--- config.mk ---
export PLATFORM = sky130hd
export DESIGN_NAME = audio_i2s_tx
export DESIGN_NICKNAME = d
export VERILOG_FILES = /design/src/rtl/audio_i2s_tx.sv
export SDC_FILE = /design/constraint.sdc
export NUM_CORES = 1
export LEC_CHECK = 0
export ABC_AREA = 1
export CORE_AREA = 4 4 83 85
export CTS_CLUSTER_DIAMETER = 40
export DETAILED_ROUTE_END_ITERATION = 10
export DIE_AREA = 0 0 87 89
export DONT_BUFFER_PORTS = 1
export PLACE_DENSITY_LB_ADDON = 0.08
export SLEW_MARGIN = 20
export SYNTH_ARGS = -nofsm -noshare
export SYNTH_HDL_FRONTEND = slang
export SYNTH_SLANG_ARGS = --single-unit
--- constraint.sdc ---
create_clock -name clk_24m -period 3.1 [get_ports clk_24m]
set_clock_uncertainty 0.15 [all_clocks]
set_input_delay 0.62 -clock clk_24m [delete_from_list [all_inputs] [get_ports clk_24m]]
set_output_delay 0.62 -clock clk_24m [all_outputs]
set_load 0.05 [all_outputs]
--- src/rtl/audio_i2s_tx.sv ---
// I2S (or left-justified) DAC serializer with a one-frame holding buffer and sticky underrun flag.
// Define I2S_TX_LEFT_JUSTIFIED_EN to drop the one-bit MSB delay and emit left-justified frames.
module audio_i2s_tx #(
  parameter int SAMPLE_W = 16,
  parameter int SLOT_W   = 32,
  parameter int BCLK_DIV = 8
) (
  input  logic                clk_24m,
  input  logic                reset_,
  input  logic [SAMPLE_W-1:0] sample_l,
  input  logic [SAMPLE_W-1:0] sample_r,
  input  logic                sample_valid,
  output logic                sample_ready,
  input  logic                underrun_clr,
  output logic                underrun,
  output logic                frame_strobe,
  output logic                audio_mclk,
  output logic                audio_bclk,
  output logic                audio_daclrc,
  output logic                audio_dacdat
);

  localparam int DW = $clog2(BCLK_DIV);
  localparam int BW = $clog2(2 * SLOT_W);
`ifdef I2S_TX_LEFT_JUSTIFIED_EN
  localparam int ALIGN = SLOT_W - SAMPLE_W;
`else
  localparam int ALIGN = SLOT_W - SAMPLE_W - 1;
`endif
  localparam logic [DW-1:0] DIV_LAST = DW'(BCLK_DIV - 1);
  localparam logic [DW-1:0] DIV_HALF = DW'(BCLK_DIV / 2);
  localparam logic [BW-1:0] BIT_LAST = BW'(2 * SLOT_W - 1);
  localparam logic [BW-1:0] SLOT_LEN = BW'(SLOT_W);

  logic [DW-1:0]       div_cnt, div_nxt;
  logic [BW-1:0]       bit_cnt, bit_nxt, pos_nxt;
  logic                mclk_q, bclk_q, lrc_q, dat_q, dat_nxt;
  logic                fall_evt, frame_load, accept;
  logic [SAMPLE_W-1:0] buf_l, buf_r, frame_l, frame_r, frame_l_nxt, frame_r_nxt;
  logic                buf_full, armed, underrun_q, strobe_q;

  // The sample is placed in a slot-wide word at its justified offset, then shifted so position p lands on the MSB.
  function automatic logic slot_bit(input logic [SAMPLE_W-1:0] s, input logic [BW-1:0] p);
    logic [SLOT_W-1:0] v;
    v = SLOT_W'(s) << ALIGN;
    v = v << p;
    return v[SLOT_W-1];
  endfunction

  always_comb begin
    fall_evt    = (div_cnt == DIV_LAST);
    frame_load  = fall_evt && (bit_cnt == BIT_LAST);
    div_nxt     = fall_evt ? '0 : div_cnt + 1'b1;
    bit_nxt     = frame_load ? '0 : bit_cnt + 1'b1;
    accept      = sample_valid && !buf_full;
    frame_l_nxt = (frame_load && buf_full) ? buf_l : frame_l;
    frame_r_nxt = (frame_load && buf_full) ? buf_r : frame_r;
    pos_nxt     = (bit_nxt >= SLOT_LEN) ? bit_nxt - SLOT_LEN : bit_nxt;
    dat_nxt     = slot_bit((bit_nxt >= SLOT_LEN) ? frame_r_nxt : frame_l_nxt, pos_nxt);
  end

  // bclk is registered from the next divider value so it always matches div_cnt without decode glitches.
  always_ff @(posedge clk_24m or negedge reset_) begin
    if (!reset_) begin
      mclk_q  <= 1'b0;
      div_cnt <= '0;
      bclk_q  <= 1'b0;
    end else begin
      mclk_q  <= ~mclk_q;
      div_cnt <= div_nxt;
      bclk_q  <= (div_nxt >= DIV_HALF);
    end
  end

  always_ff @(posedge clk_24m or negedge reset_) begin
    if (!reset_) begin
      bit_cnt  <= '0;
      lrc_q    <= 1'b0;
      dat_q    <= 1'b0;
      frame_l  <= '0;
      frame_r  <= '0;
      strobe_q <= 1'b0;
    end else begin
      strobe_q <= frame_load;
      if (fall_evt) begin
        bit_cnt <= bit_nxt;
        lrc_q   <= (bit_nxt >= SLOT_LEN);
        dat_q   <= dat_nxt;
        frame_l <= frame_l_nxt;
        frame_r <= frame_r_nxt;
      end
    end
  end

  // A load always sees the buffer as it was before this cycle's accept, so a coincident accept waits a frame.
  always_ff @(posedge clk_24m or negedge reset_) begin
    if (!reset_) begin
      buf_l      <= '0;
      buf_r      <= '0;
      buf_full   <= 1'b0;
      armed      <= 1'b0;
      underrun_q <= 1'b0;
    end else begin
      if (frame_load && buf_full) begin
        buf_full <= 1'b0;
      end
      if (accept) begin
        buf_l    <= sample_l;
        buf_r    <= sample_r;
        buf_full <= 1'b1;
        armed    <= 1'b1;
      end
      if (frame_load && !buf_full && armed) begin
        underrun_q <= 1'b1;
      end else if (underrun_clr) begin
        underrun_q <= 1'b0;
      end
    end
  end

  assign sample_ready = ~buf_full;
  assign underrun     = underrun_q;
  assign frame_strobe = strobe_q;
  assign audio_mclk   = mclk_q;
  assign audio_bclk   = bclk_q;
  assign audio_daclrc = lrc_q;
  assign audio_dacdat = dat_q;

endmodule

==> flow_summary.toml, run 1 <==
[floorplanning]
fp.dieArea_mm2 = 0.00774
design.core.area_mm2 = 0.00620
die_width_um = 87
io_pins = 43
start_util = 0.611
rows = 29
die_h_um = 89

[sta]
rsz0062_at_grt = "no"
worst_slack_ns = 0.429
slew_viol_final = 0
period_needed_ns = 2.67
tightest_slew_ns = 0.616
setup_tns_ns = 0
holdWs_ns = 0.0184
setup-violations-final = 0
fmax_mhz = 374
slew_headroom = 0.588
post-route-period-util = 0.861
finalHoldViolCount = 0

[worst_setup_path]
required_ns = 3.18
reg2reg_depth = 13
cp_max_fo = 20
end_kind = "register"
crit_type = "reg2reg"
worstPathArrival_ns = 2.76
startpoint_type = "register"

[synth]
synth.distinct_cells = 30
synth_fp_nets = 473
yosysMostFrequentCell = "nand2_1"
yosys.area.top_type = "dfrtp_1"
synth_xor_area_frac = 0.00462
synthTopCellsByArea = "dfrtp_1 (53%), nand2_1 (11%), inv_1 (8.1%)"
muxShareOfSynthArea = 0.0476
syn_area_per_cell_um2 = 8.73
synth_seq_cells = 80
synthAdderAreaFrac = 0.00991
yosysWarnings = 0
synth-simple-area-share = 0.236
synth_compound_area_frac = 0.0558
synthArstFlopShare = 1.00
ys_top_cells_by_count = "nand2_1 (106), inv_1 (82), dfrtp_1 (80)"
ys.flop_type = "dfrtp_1"
syn_area_mm2 = 0.00379
synth_top_family_by_area = "simple AND/OR/NAND/NOR gates"
synth_edf_count = 0
ys_seq_area_frac = 0.528
synth_top_area_share = 0.528
syn_inst = 434

[clocking]
insertion_delay_ns = 0.34
root_buffer = "clkbuf_8"
cts_made_buffers = 9
h-tree-depth = 3
clockBufferDepth = 2
clkSlewWorstSetupHoldPaths_ns = 0.08
cts_tree = "built"
clkSinkCount = 80

[drt]
post-route-drc-count = 0
dr.first_iter.drc_count = 183
ant_nets = 0
wl_per_cell_um = 14.7
avgViaCountPerCell = 5.29
num_vias = 2739
first_pass_iters = 4
drt-total-wl_mm = 7.63

[min_path]
worstHoldPathType = "in2async"

[run]
cap_violations = 0

[place]
gp_congestion = 0.809
port_buffers = 0
preCtsSetupSlack_ns = 0.299
post_dp_cell_area_mm2 = 0.00381
dp_hpwl_mm = 4.96

[global_routing]
overflow = 0
grt_usage = 0.216
grt_pass1_wl_mm = 13.0
grt_max_degree = 81
grt_pass1_vias = 2725
antenna_found_initial = 0

[cells_and_area]
final_util = 0.660
nets = 475
finalInstanceArea_mm2 = 0.00410
n_antenna_cell = 0
area_growth_pct = 8.12
layout-drive-gt1-share = 0.136

[outcome]
status = "completed"

[power]
ir_drop_uv = 388
pwr_density_cell_mw_per_mm2 = 511
power.leakage_nw = 2.37
worst max-delay path, cell delays in order, from the launching register on:
cell	delay [ns]
dfrtp_1	0.46
ha_1	0.26
nand3_2	0.12
nor2_2	0.14
buf_4	0.25
nand2_2	0.21
nand2_2	0.25
inv_1	0.20
nand3_1	0.15
nand3_1	0.09
nand3_1	0.09
nand2_1	0.06
nand3_2	0.07
a21oi_2	0.05
layer usage:
| metal | up-vias | GRT usage | wire length, um |
|---|---|---|---|
| li1 | 1363 | - | - |
| met1 | 1278 | 0.314 | 3520 |
| met2 | 82 | 0.324 | 3480 |
| met3 | 16 | 0.0415 | 477 |
| met4 | 0 | 0.0807 | 143 |
| met5 | - | 0 | 0 |
stage by stage:
stage / std cells / total power [W]
global route: 518 / 0.00217
global placement: 500 / 0.00118
CTS: 517 / 0.00211
detailed placement: 500 / 0.00119
finish: 518 / 0.00209
floorplan: 434 / 0.00117
cell type report:
type | instances | area, um^2
clock buffer | 11 | 131
clock inverter | 5 | 105
fill | 512 | 2110
inverter | 84 | 315
multi-input combinational | 253 | 1370
sequential | 80 | 2000
tap | 77 | 96.3
timing repair buffer | 8 | 80.1
logic make-up after synthesis:
kind of cell               Yosys count
AOI/OAI and AO/OA                   39
and+or+nand+nor                    192
adders and majority gates            3
xor gates and xnor gates             2
buffers and inverters              102
DFF                                 80
muxes                               16
state kept, by name (all words and copies together) (netlist names):
| register | flops |
|---|---|
| frame_r | 16 |
| audio_mclk | 1 |
| frame_l | 16 |
| frame_strobe | 1 |
| audio_dacdat | 1 |
| bit_cnt | 6 |
| buf_full | 1 |
| div_cnt | 2 |
| audio_bclk | 1 |
| armed | 1 |
| underrun | 1 |
| audio_daclrc | 1 |
| buf_r | 16 |
| buf_l | 16 |
worst paths after layout:
path | slack [ns] | from | to
max | 0.43 | bit_cnt[0] | audio_dacdat
min | 0.02 | reset_ | buf_l[3]
max reg2reg | 0.43 | bit_cnt[0] | audio_dacdat
min reg2reg | 0.29 | div_cnt[0] | div_cnt[0]
max in group asynchronous | 2.47 | reset_ | frame_r[13]
min in group clk_24m | 0.22 | underrun_clr | underrun
cells in the final DEF (no fill, tap or decap), types with 3 or more instances in the layout:
master / instances
mux2_2: 16
nand2_1: 105
buf_4: 7
a21oi_1: 17
nor2_1: 26
nand3_2: 3
nand3_1: 24
bufinv_16: 3
o21ai_1: 9
o21ai_0: 8
nand4_1: 19
dfrtp_1: 80
nand2_2: 7
ha_1: 3
nor2_2: 3
clkbuf_8: 9
inv_1: 82
repair_timing:
action,in CTS,in global routing
setup buffers,0,0
hold buffers,1,0
gates resized for setup,0,1
endpoints found under the hold margin,80,0
endpoints found under the setup margin,0,1
power by group:
part / total [W] / switching (W) / internal, W
Clock: 0.000903 / 0.000367 / 0.000536
Combinational: 0.0000774 / 0.0000458 / 0.0000316
Sequential: 0.00111 / 0.0000203 / 0.00109
(Power assumes the default switching activity.)
==> run 2, diff against run 1 <==
--- a/config.mk
+++ b/config.mk
@@ -11,6 +11,7 @@
 export DETAILED_ROUTE_END_ITERATION = 10
 export DIE_AREA = 0 0 87 89
 export DONT_BUFFER_PORTS = 1
+export GPL_TIMING_DRIVEN = 0
 export PLACE_DENSITY_LB_ADDON = 0.08
 export SLEW_MARGIN = 20
 export SYNTH_ARGS = -nofsm -noshare
==> run 2 against run 1 <==
Against the previous run: the run now ends with negative hold slack left; wire length fell by 0.81%; clock-buffer cell count did not move; via count fell by 1.6%; combinational power fell by 0.9%; sequential share of layout area fell by 0.68 points; final area rose by 1.4%; critical path type unchanged; critical endpoint unchanged.
==> flow_summary.toml, run 2 (synthesized netlist as in run 1, its figures left out) <==
[power]
pwr_density_cell_mw_per_mm2 = 511
ir_drop_uv = 356
power.leakage_nw = 2.40
totalPowerFinal_w = 0.00212

[sta]
holdWs_ns = -0.00901
rsz0062_at_grt = "no"
slew_viol_final = 0
post-route-period-util = 0.867
period_needed_ns = 2.69
slew_headroom = 0.683
setup_tns_ns = 0
finalHoldViolCount = 12
tightest_slew_ns = 0.476
worst_slack_ns = 0.412
fmax_mhz = 372
setup-violations-final = 0

[clocking]
h-tree-depth = 3
cts_tree = "built"
clkSlewWorstSetupHoldPaths_ns = 0.08
insertion_delay_ns = 0.36
clockBufferDepth = 2
clkSinkCount = 80
hold_buffers = 1
cts_made_buffers = 9
cts_setup_buffers = 0
root_buffer = "clkbuf_8"
post_cts_resized = 0

[global_routing]
grt_pass1_vias = 2617
grt_usage = 0.218
grt_max_degree = 81
overflow = 0
met1_usage = 0.304
use_met3 = 0.0424
grt_pass1_wl_mm = 12.7
met2_usage = 0.339
antenna_found_initial = 0
grt.busiest_layer = "met2"

[worst_setup_path]
cp_max_fo = 10
end_kind = "register"
rr_startpoint = "audio_bclk"
required_ns = 3.20
worstPathArrival_ns = 2.78
worstSetupStartpoint = "audio_bclk"
crit_type = "reg2reg"
startpoint_type = "register"

[floorplanning]
die_h_um = 89
rows = 29
start_util = 0.611
fp.dieArea_mm2 = 0.00774
design.core.area_mm2 = 0.00620
io_pins = 43
die_width_um = 87

[drt]
dr.first_iter.drc_count = 125
avgViaCountPerCell = 5.12
num_vias = 2695
post-route-drc-count = 0
drt-total-wl_mm = 7.56
wl_per_cell_um = 14.4
ant_nets = 0
first_pass_iters = 4

[outcome]
violations = "negative hold slack"
status = "complete, but fails checks"

[cells_and_area]
area_growth_pct = 9.64
layout-drive-gt1-share = 0.143
final_util = 0.669
layout_commonest_cell = "nand2_1"
fillerInstances = 537
n_antenna_cell = 0
layout_common_cells = "nand2_1 (106), inv_1 (82), dfrtp_1 (80)"
nets = 485

[min_path]
worstHoldPathType = "in2async"

[place]
gp_congestion = 0.826
dp_hpwl_mm = 5.34
port_buffers = 0
preCtsSetupSlack_ns = 0.415

[run]
cap_violations = 0
## run 2: area by class of cell
type | instances | area [um^2] | share of cell area
buffer | 18 | 129 | 0.0310
clock buffer | 11 | 151 | 0.0364
clock inverter | 3 | 90.1 | 0.0217
inverter | 84 | 315 | 0.0759
multi-input combinational | 252 | 1340 | 0.323
sequential | 80 | 2000 | 0.482
tap | 77 | 96.3 | 0.0232
timing repair buffer | 1 | 27.5 | 0.00663
## run 2: metrics by stage
step	instances	cell area (um^2)
6_report	526	4150
5_1_grt	526	4150
4_1_cts	526	4150
3_5_place_dp	511	3880
3_3_place_gp	511	3880
2_1_floorplan	434	3790
## run 2: critical path, stage by stage, from the launching register on
cell and delay [ns]:
dfrtp_1 0.64, ha_1 0.22, buf_4 0.16, nand2_1 0.08, inv_2 0.10, buf_2 0.22
buf_2 0.23, nand4_1 0.16, nand2_1 0.14, nand2_1 0.05, nand3_1 0.07, nand3_1 0.08
nand3_1 0.08, nand2_1 0.06, nand3_2 0.09, a21oi_2 0.05
## run 2: path summary, 6_finish.rpt
check | to | slack [ns] | depth (start not counted)
min in group clk_24m | underrun | 0.21 | 1
worst min register to register | div_cnt[0] | 0.28 | 1
worst max-delay path | audio_dacdat | 0.41 | 15
worst min-delay path | buf_r[12] | -0.009 | 1
worst max register to register | audio_dacdat | 0.41 | 15
max in group asynchronous | frame_r[13] | 2.47 | 1
## run 2: power by group
| part | internal (W) | leakage (nW) | switching (W) |
|---|---|---|---|
| Clock | 0.000570 | 0.121 | 0.000367 |
| Combinational | 0.0000315 | 1.27 | 0.0000452 |
| Sequential | 0.00109 | 1.01 | 0.0000182 |
## run 2: per-layer routing
metal | wire length, um | up-vias
met5 | 0 | -
met4 | 135 | 0
met3 | 338 | 12
met2 | 3490 | 66
met1 | 3600 | 1245
li1 | - | 1372
